## config.mk

```make
export PLATFORM = sky130hd
export DESIGN_NAME = top_level
export DESIGN_NICKNAME = d
export VERILOG_FILES = /design/src/rtl/top_level.sv
export SDC_FILE = /design/constraint.sdc
export NUM_CORES = 1
export LEC_CHECK = 0
export BUFFER_PORTS_ARGS = -buffer_cell sky130_fd_sc_hd__buf_2
export CAP_MARGIN = 20
export CORE_AREA = 8 8 45 47
export DETAILED_ROUTE_END_ITERATION = 6
export DIE_AREA = 0 0 53 55
export HOLD_SLACK_MARGIN = 0.08
export PLACE_DENSITY_LB_ADDON = 0.3
export SYNTH_ARGS = -nofsm -noshare
export SYNTH_HDL_FRONTEND = slang
export SYNTH_SLANG_ARGS = --single-unit
```

## constraint.sdc

```tcl
create_clock -name clk -period 2.1 [get_ports clk]
set_clock_uncertainty 0.15 [all_clocks]
set_input_delay 0.42 -clock clk [delete_from_list [all_inputs] [get_ports clk]]
set_output_delay 0.42 -clock clk [all_outputs]
set_load 0.02 [all_outputs]
```

## src/rtl/top_level.sv

```systemverilog
// "Program 3" pattern-count engine: counts a 5-bit pattern in a 32-byte message held in myDataMem.
// Optional build macro TOPLEVEL_CYCLE_CNT_EN adds a run-length cycle count written to mem[RES_ADDR+3].

module data_mem #(
    parameter int DEPTH = 256
) (
    input  logic       clk,
    input  logic       wr_en,
    input  logic [7:0] wr_addr,
    input  logic [7:0] wr_data,
    input  logic [7:0] rd_addr,
    output logic [7:0] rd_data
);
    logic [7:0] memory [0:DEPTH-1];

    assign rd_data = memory[rd_addr];

    // single synchronous write port; contents survive reset
    always_ff @(posedge clk) begin
        if (wr_en) begin
            memory[wr_addr] <= wr_data;
        end
    end
endmodule

module top_level #(
    parameter int MEM_DEPTH = 256,
    parameter int NBYTES    = 32,
    parameter int PAT_ADDR  = 32,
    parameter int RES_ADDR  = 33
) (
    input  logic clk,
    input  logic reset,
    output logic done
);
    localparam logic [7:0] PAT_A    = 8'(PAT_ADDR);
    localparam logic [7:0] RES_A    = 8'(RES_ADDR);
    localparam logic [7:0] LAST_IDX = 8'(NBYTES - 1);

    typedef enum logic [2:0] {
        PAT  = 3'd0,
        SCAN = 3'd1,
        WR0  = 3'd2,
        WR1  = 3'd3,
        WR2  = 3'd4,
        WR3  = 3'd5,
        DONE = 3'd6
    } state_t;

    state_t      state_r;
    logic [4:0]  pat_r;
    logic [7:0]  idx_r;
    logic [7:0]  prev_r;
    logic [7:0]  ctb_r;
    logic [7:0]  cto_r;
    logic [7:0]  cts_r;
    logic        done_r;
`ifdef TOPLEVEL_CYCLE_CNT_EN
    logic [7:0]  cyc_r;
`endif

    logic [7:0]  rd_addr_s;
    logic [7:0]  rd_data_s;
    logic        wr_en_s;
    logic [7:0]  wr_addr_s;
    logic [7:0]  wr_data_s;
    logic [2:0]  m_in_s;
    logic [2:0]  m_x_s;
    logic [3:0]  m_sum_s;

    // windows lying entirely inside byte b
    function automatic logic [2:0] count_in(input logic [7:0] b, input logic [4:0] p);
        logic [2:0] n;
        n = 3'd0;
        for (int k = 0; k < 4; k++) begin
            if (b[k +: 5] == p) n = n + 3'd1;
        end
        return n;
    endfunction

    // windows straddling previous byte a and current byte b
    function automatic logic [2:0] count_cross(input logic [7:0] a, input logic [7:0] b,
                                               input logic [4:0] p);
        logic [7:0] w;
        logic [2:0] n;
        w = {a[3:0], b[7:4]};
        n = 3'd0;
        for (int k = 0; k < 4; k++) begin
            if (w[k +: 5] == p) n = n + 3'd1;
        end
        return n;
    endfunction

    data_mem #(.DEPTH(MEM_DEPTH)) myDataMem (
        .clk     (clk),
        .wr_en   (wr_en_s),
        .wr_addr (wr_addr_s),
        .wr_data (wr_data_s),
        .rd_addr (rd_addr_s),
        .rd_data (rd_data_s)
    );

    // read address and per-byte match counts
    always_comb begin
        rd_addr_s = idx_r;
        if (state_r == PAT) begin
            rd_addr_s = PAT_A;
        end else begin
            rd_addr_s = idx_r;
        end
        m_in_s = count_in(rd_data_s, pat_r);
        m_x_s  = 3'd0;
        if (idx_r != 8'd0) begin
            m_x_s = count_cross(prev_r, rd_data_s, pat_r);
        end else begin
            m_x_s = 3'd0;
        end
        m_sum_s = {1'b0, m_in_s} + {1'b0, m_x_s};
    end

    // result write-back port, driven straight from the state register
    always_comb begin
        wr_en_s   = 1'b0;
        wr_addr_s = 8'd0;
        wr_data_s = 8'd0;
        case (state_r)
            WR0: begin wr_en_s = 1'b1; wr_addr_s = RES_A;         wr_data_s = ctb_r; end
            WR1: begin wr_en_s = 1'b1; wr_addr_s = RES_A + 8'd1;  wr_data_s = cto_r; end
            WR2: begin wr_en_s = 1'b1; wr_addr_s = RES_A + 8'd2;  wr_data_s = cts_r; end
`ifdef TOPLEVEL_CYCLE_CNT_EN
            WR3: begin wr_en_s = 1'b1; wr_addr_s = RES_A + 8'd3;  wr_data_s = cyc_r; end
`endif
            default: begin wr_en_s = 1'b0; wr_addr_s = 8'd0; wr_data_s = 8'd0; end
        endcase
    end

    // control FSM and counters
    always_ff @(posedge clk) begin
        if (reset) begin
            state_r <= PAT;
            pat_r   <= 5'd0;
            idx_r   <= 8'd0;
            prev_r  <= 8'd0;
            ctb_r   <= 8'd0;
            cto_r   <= 8'd0;
            cts_r   <= 8'd0;
            done_r  <= 1'b0;
`ifdef TOPLEVEL_CYCLE_CNT_EN
            cyc_r   <= 8'd0;
`endif
        end else begin
`ifdef TOPLEVEL_CYCLE_CNT_EN
            if (!done_r) cyc_r <= cyc_r + 8'd1;
`endif
            case (state_r)
                PAT: begin
                    pat_r   <= rd_data_s[7:3];
                    state_r <= SCAN;
                end
                SCAN: begin
                    ctb_r  <= ctb_r + {5'd0, m_in_s};
                    cto_r  <= cto_r + {7'd0, (m_in_s != 3'd0)};
                    cts_r  <= cts_r + {4'd0, m_sum_s};
                    prev_r <= rd_data_s;
                    if (idx_r == LAST_IDX) begin
                        state_r <= WR0;
                    end else begin
                        idx_r <= idx_r + 8'd1;
                    end
                end
                WR0: state_r <= WR1;
                WR1: state_r <= WR2;
`ifdef TOPLEVEL_CYCLE_CNT_EN
                WR2: state_r <= WR3;
                WR3: begin
                    state_r <= DONE;
                    done_r  <= 1'b1;
                end
`else
                WR2: begin
                    state_r <= DONE;
                    done_r  <= 1'b1;
                end
`endif
                DONE: state_r <= DONE;
                default: state_r <= PAT;
            endcase
        end
    end

    assign done = done_r;
endmodule

```

* Word level (Yosys, flattened, before mapping)
Index checks and enable logic that the tools add are counted.
** Word-level totals
- Word-level logic and storage cells :: 17
- Bits of input ports :: 2
- Output and inout port bits :: 1
- Flip-flop bits (word level) :: 12
** Operators by class
- $add $sub $neg :: 1
- Eq/ne operators :: 7
- Multiplexer cells :: 2
- Reductions and logical operators :: 3
- Bitwise gates (word level) :: 1
** Operators with widths (number)
- case mux 3 bit (5 select lines) :: 1
- adder 8 x 1 -> 8 bit (second input constant) :: 1
- equality test 8 x 5 -> 1 bit (second input constant) :: 1
- equality test 3 x 2 -> 1 bit (second input constant) :: 2
- equality test 3 bit (second input constant) :: 2
- equality test 3 x 1 -> 1 bit (second input constant) :: 1
- logical NOT 3 bit :: 1
- two-way mux 3 bit :: 1
- inequality test 2 bit (second input constant) :: 1
- AND reduction 2 bit :: 1
- OR reduction 2 bit :: 1
- inverter 1 bit :: 1

* Depth between registers and ports, before layout
- Depth in word-level cells :: 3
- Gate-level depth with buffers :: 4
- Gate-level depth less buffers :: 4

* Worst setup path after synthesis
No wires, ideal clock.
- Kind :: reg-to-reg
- Start :: register state_r[0]
- End :: register idx_r[7]
- Buffers on the path :: 0
- Stages on the path, launching flop included :: 4
- Arrival time :: 1.368 ns
- Setup slack :: 0.459 ns
- Cells stage by stage :: dfxtp_1 or3b_4 nor4_2 mux2_1
** Between the ends
- Cells in the longest elaborated chain, start to end :: 2
** RTL lines
- start, declared :: RTL line 50 : state_t state_r;
- start signal, assigned :: RTL line 140 : state_r <= PAT;
- start signal, assigned :: RTL line 158 : state_r <= SCAN;
- start signal, assigned :: RTL line 166 : state_r <= WR0;
- equality test 3 x 1 -> 1 bit :: RTL line 155 : case (state_r)
- AND reduction 2 bit (no line)
- end signal, assigned :: RTL line 168 : idx_r <= idx_r + 8'd1;
- end, declared :: RTL line 52 : logic [7:0] idx_r;
No other way between the ends.
A chain may end at the register's enable or synchronous reset.

* Worst setup path after layout
- Start :: register idx_r[0]
- End :: register idx_r[0]
** Between the ends
- Cells in the longest elaborated chain, start to end :: 3
** RTL lines
- branches (longest 3 deep; another with adder 8 x 1 -> 8 bit)
Several ways; the timed one is not identified.

==> results.yml <==
status:
  status: "finished, final reports clean"
final_layout:
  area_growth_pct: 9.49
  layout-drive-gt1-share_pct: 19.4
  seq_area_um2: 240
  diodes: 0
  multiInputGateArea_um2: 345
  fin_nets: 72
  nFillCells: 132
clock_network:
  clk_pin_slew_ps: 70
  clockBufferDepth: 2
  clk-insertion-delay-late_ps: 280
  cts.sinks: 12
  cts_tree: "yes"
  hold_buffers: 0
  post_cts_buffers: 0
  root_buffer: "clkbuf_4"
  cts_made_buffers: 3
  cts_resized: 0
  h-tree-depth: 1
floorplan:
  num_io_pins: 3
  die_x_um: 53
  start_util_pct: 42.9
  coreArea_um2: 1380
  die_h_um: 55
  num_rows: 14
  die_area_um2: 2920
timing:
  fmaxAchievable_mhz: 546
  fin_crit_sh_pct: 87.2
  setup_tns_ps: 0
  tightestPinTransition_ps: 476
  finalSetupViolations: 0
  timing.final.ws_setup_ps: 268
  hold_violations: 0
  slew_headroom_pct: 68.2
  rsz0062_at_grt: "no"
  period_needed_ps: 1830
  maxSlewViolCount: 0
critical_path:
  critical_path.max_fanout: 5
  end_kind: "flop"
  crit_buf_inv: 0
  worstSetupPathType: "reg2reg"
  r2r-start: "idx_r[0]"
  slowest_stage: "nor4b_2"
  worstPathCellList: "ha_1, nor4b_2, a21oi_2, mux2_1"
  required_ps: 2110
  worstSetupStartpointType: "flop"
  critical_path_arrival_ps: 1840
  startpoint: "idx_r[0]"
  crit_family: "simple AND/OR/NAND/NOR gates"
  slowest_delay_ps: 440
yosys:
  yosysMostFrequentCell: "dfxtp_1"
  syn-cell-area_um2: 593
  synth.area.top_cells: "dfxtp_1 41%, mux2_1 5.7%, nor2_1 4.4%"
  netlist_top_cells_count: "12 x dfxtp_1, 7 x nor2_1, 5 x a21oi_1"
  syn_area_per_cell_um2: 9.57
  synth_top_area_share_pct: 40.5
  synth_top_flop_cell: "dfxtp_1"
  synth_edf_count: 0
  synth_area_leader_cell: "dfxtp_1"
  postSynthNetCount: 65
  yosysSeqAreaShare_pct: 40.5
  yosys_warnings: 0
  async_reset_ff_share_pct: 0
  yosysUniqueCellTypes: 31
  syn-instance-count: 62
  ys_ff_latch: 12
drt:
  wirelength_um: 1070
  dr.pass1.iters: 4
  wire_per_inst_um: 12.9
  vias: 490
  vias_per_cell: 5.90
  ant_nets: 0
  first_iter_violations: 9
  drc: 0
power:
  leakagePower_nw: 0.238
  p_per_area_nw_per_um2: 641
  irDropWorstVdd_mv: 0.394
hold_path:
  hold_path_class: "reg2reg"
  min_from: "done"
placed_design:
  gp_congestion: 0.837
  dp_hpwl_um: 768
  place_ws_ps: 271
  numPortBuffers: 2
grt:
  antenna_found_initial: 0
  grt_pass1_wl_um: 1990
  grt_overflow_total: 0
  grt_pass1_vias: 472
  grt_max_degree: 17
  track_usage_pct: 9.32
job:
  max-cap-violations: 0
[sequential cells by signal, summed over array words and instances (netlist names)]
register / count
idx_r: 8
state_r: 3
done: 1
[per-stage QoR]
step / hold WS [ps] / power, mW / utilization [%] / instances / cell area, µm²
4_1_cts: 324 / 0.421 / 46.9 / 83 / 649
5_1_grt: 365 / 0.439 / 46.9 / 83 / 649
3_3_place_gp: 298 / 0.280 / 45.3 / 80 / 627
2_1_floorplan: 327 / 0.270 / - / 62 / 593
6_report: 319 / 0.417 / 46.9 / 83 / 649
3_5_place_dp: 305 / 0.281 / 45.3 / 80 / 627
[layout make-up]
class,instances,area share (%)
clock buffer,3,3.47
inverter,1,0.578
multi-input combinational,48,53.2
sequential,12,37.0
tap,16,3.08
timing repair buffer,3,2.70
[routing by layer]
| metal | share of wire, % | track usage [%] | routed length [µm] | vias up |
|---|---|---|---|---|
| li1 | - | - | - | 243 |
| met1 | 46 | 10.7 | 491 | 229 |
| met2 | 44 | 13.1 | 469 | 13 |
| met3 | 5.5 | 3.21 | 59 | 5 |
| met4 | 4.4 | 9.05 | 47 | 0 |
| met5 | 0 | 0 | 0 | - |
[worst reg2reg max path: cells and delay by family (launching register included)]
kind	cells	cell delay, ps
flops	1	390
fa+ha+maj	1	250
simple gates	1	440
compound gates	1	160
mux	1	330
[cell usage in the layout, fill, tap and decap left out, types with 2 or more instances in the layout]
cell type	Yosys	final
clkbuf_4	0	3
a21oi_1	5	5
nor3_1	3	3
nor2_1	7	7
nor2b_1	3	3
buf_2	0	2
dfxtp_1	12	12
nand2_1	3	3
a41oi_1	2	2
mux2_1	3	3
nand2b_1	2	2
[power breakdown]
group | leakage, nW | internal, mW | total [mW] | switching, mW
sequential | 0.0973 | 0.233 | 0.241 | 0.00743
clock | 0.0138 | 0.0665 | 0.142 | 0.0750
combinational | 0.127 | 0.0176 | 0.0343 | 0.0167
[final timing paths]
check | cells after the start | to | slack, ps
worst max-delay path | 4 | idx_r[0] | 270
worst min-delay path | 2 | done | 320
worst max register to register | 4 | idx_r[0] | 270
worst min register to register | 2 | done | 320
[cell families after synthesis]
group / synth area share [%]
mux: 9.28
compound gates: 16.5
simple gates: 30.4
flops: 40.5
fa+ha+maj: 2.11
buf+inv: 1.26
Power figures use the tool's default switching activity.
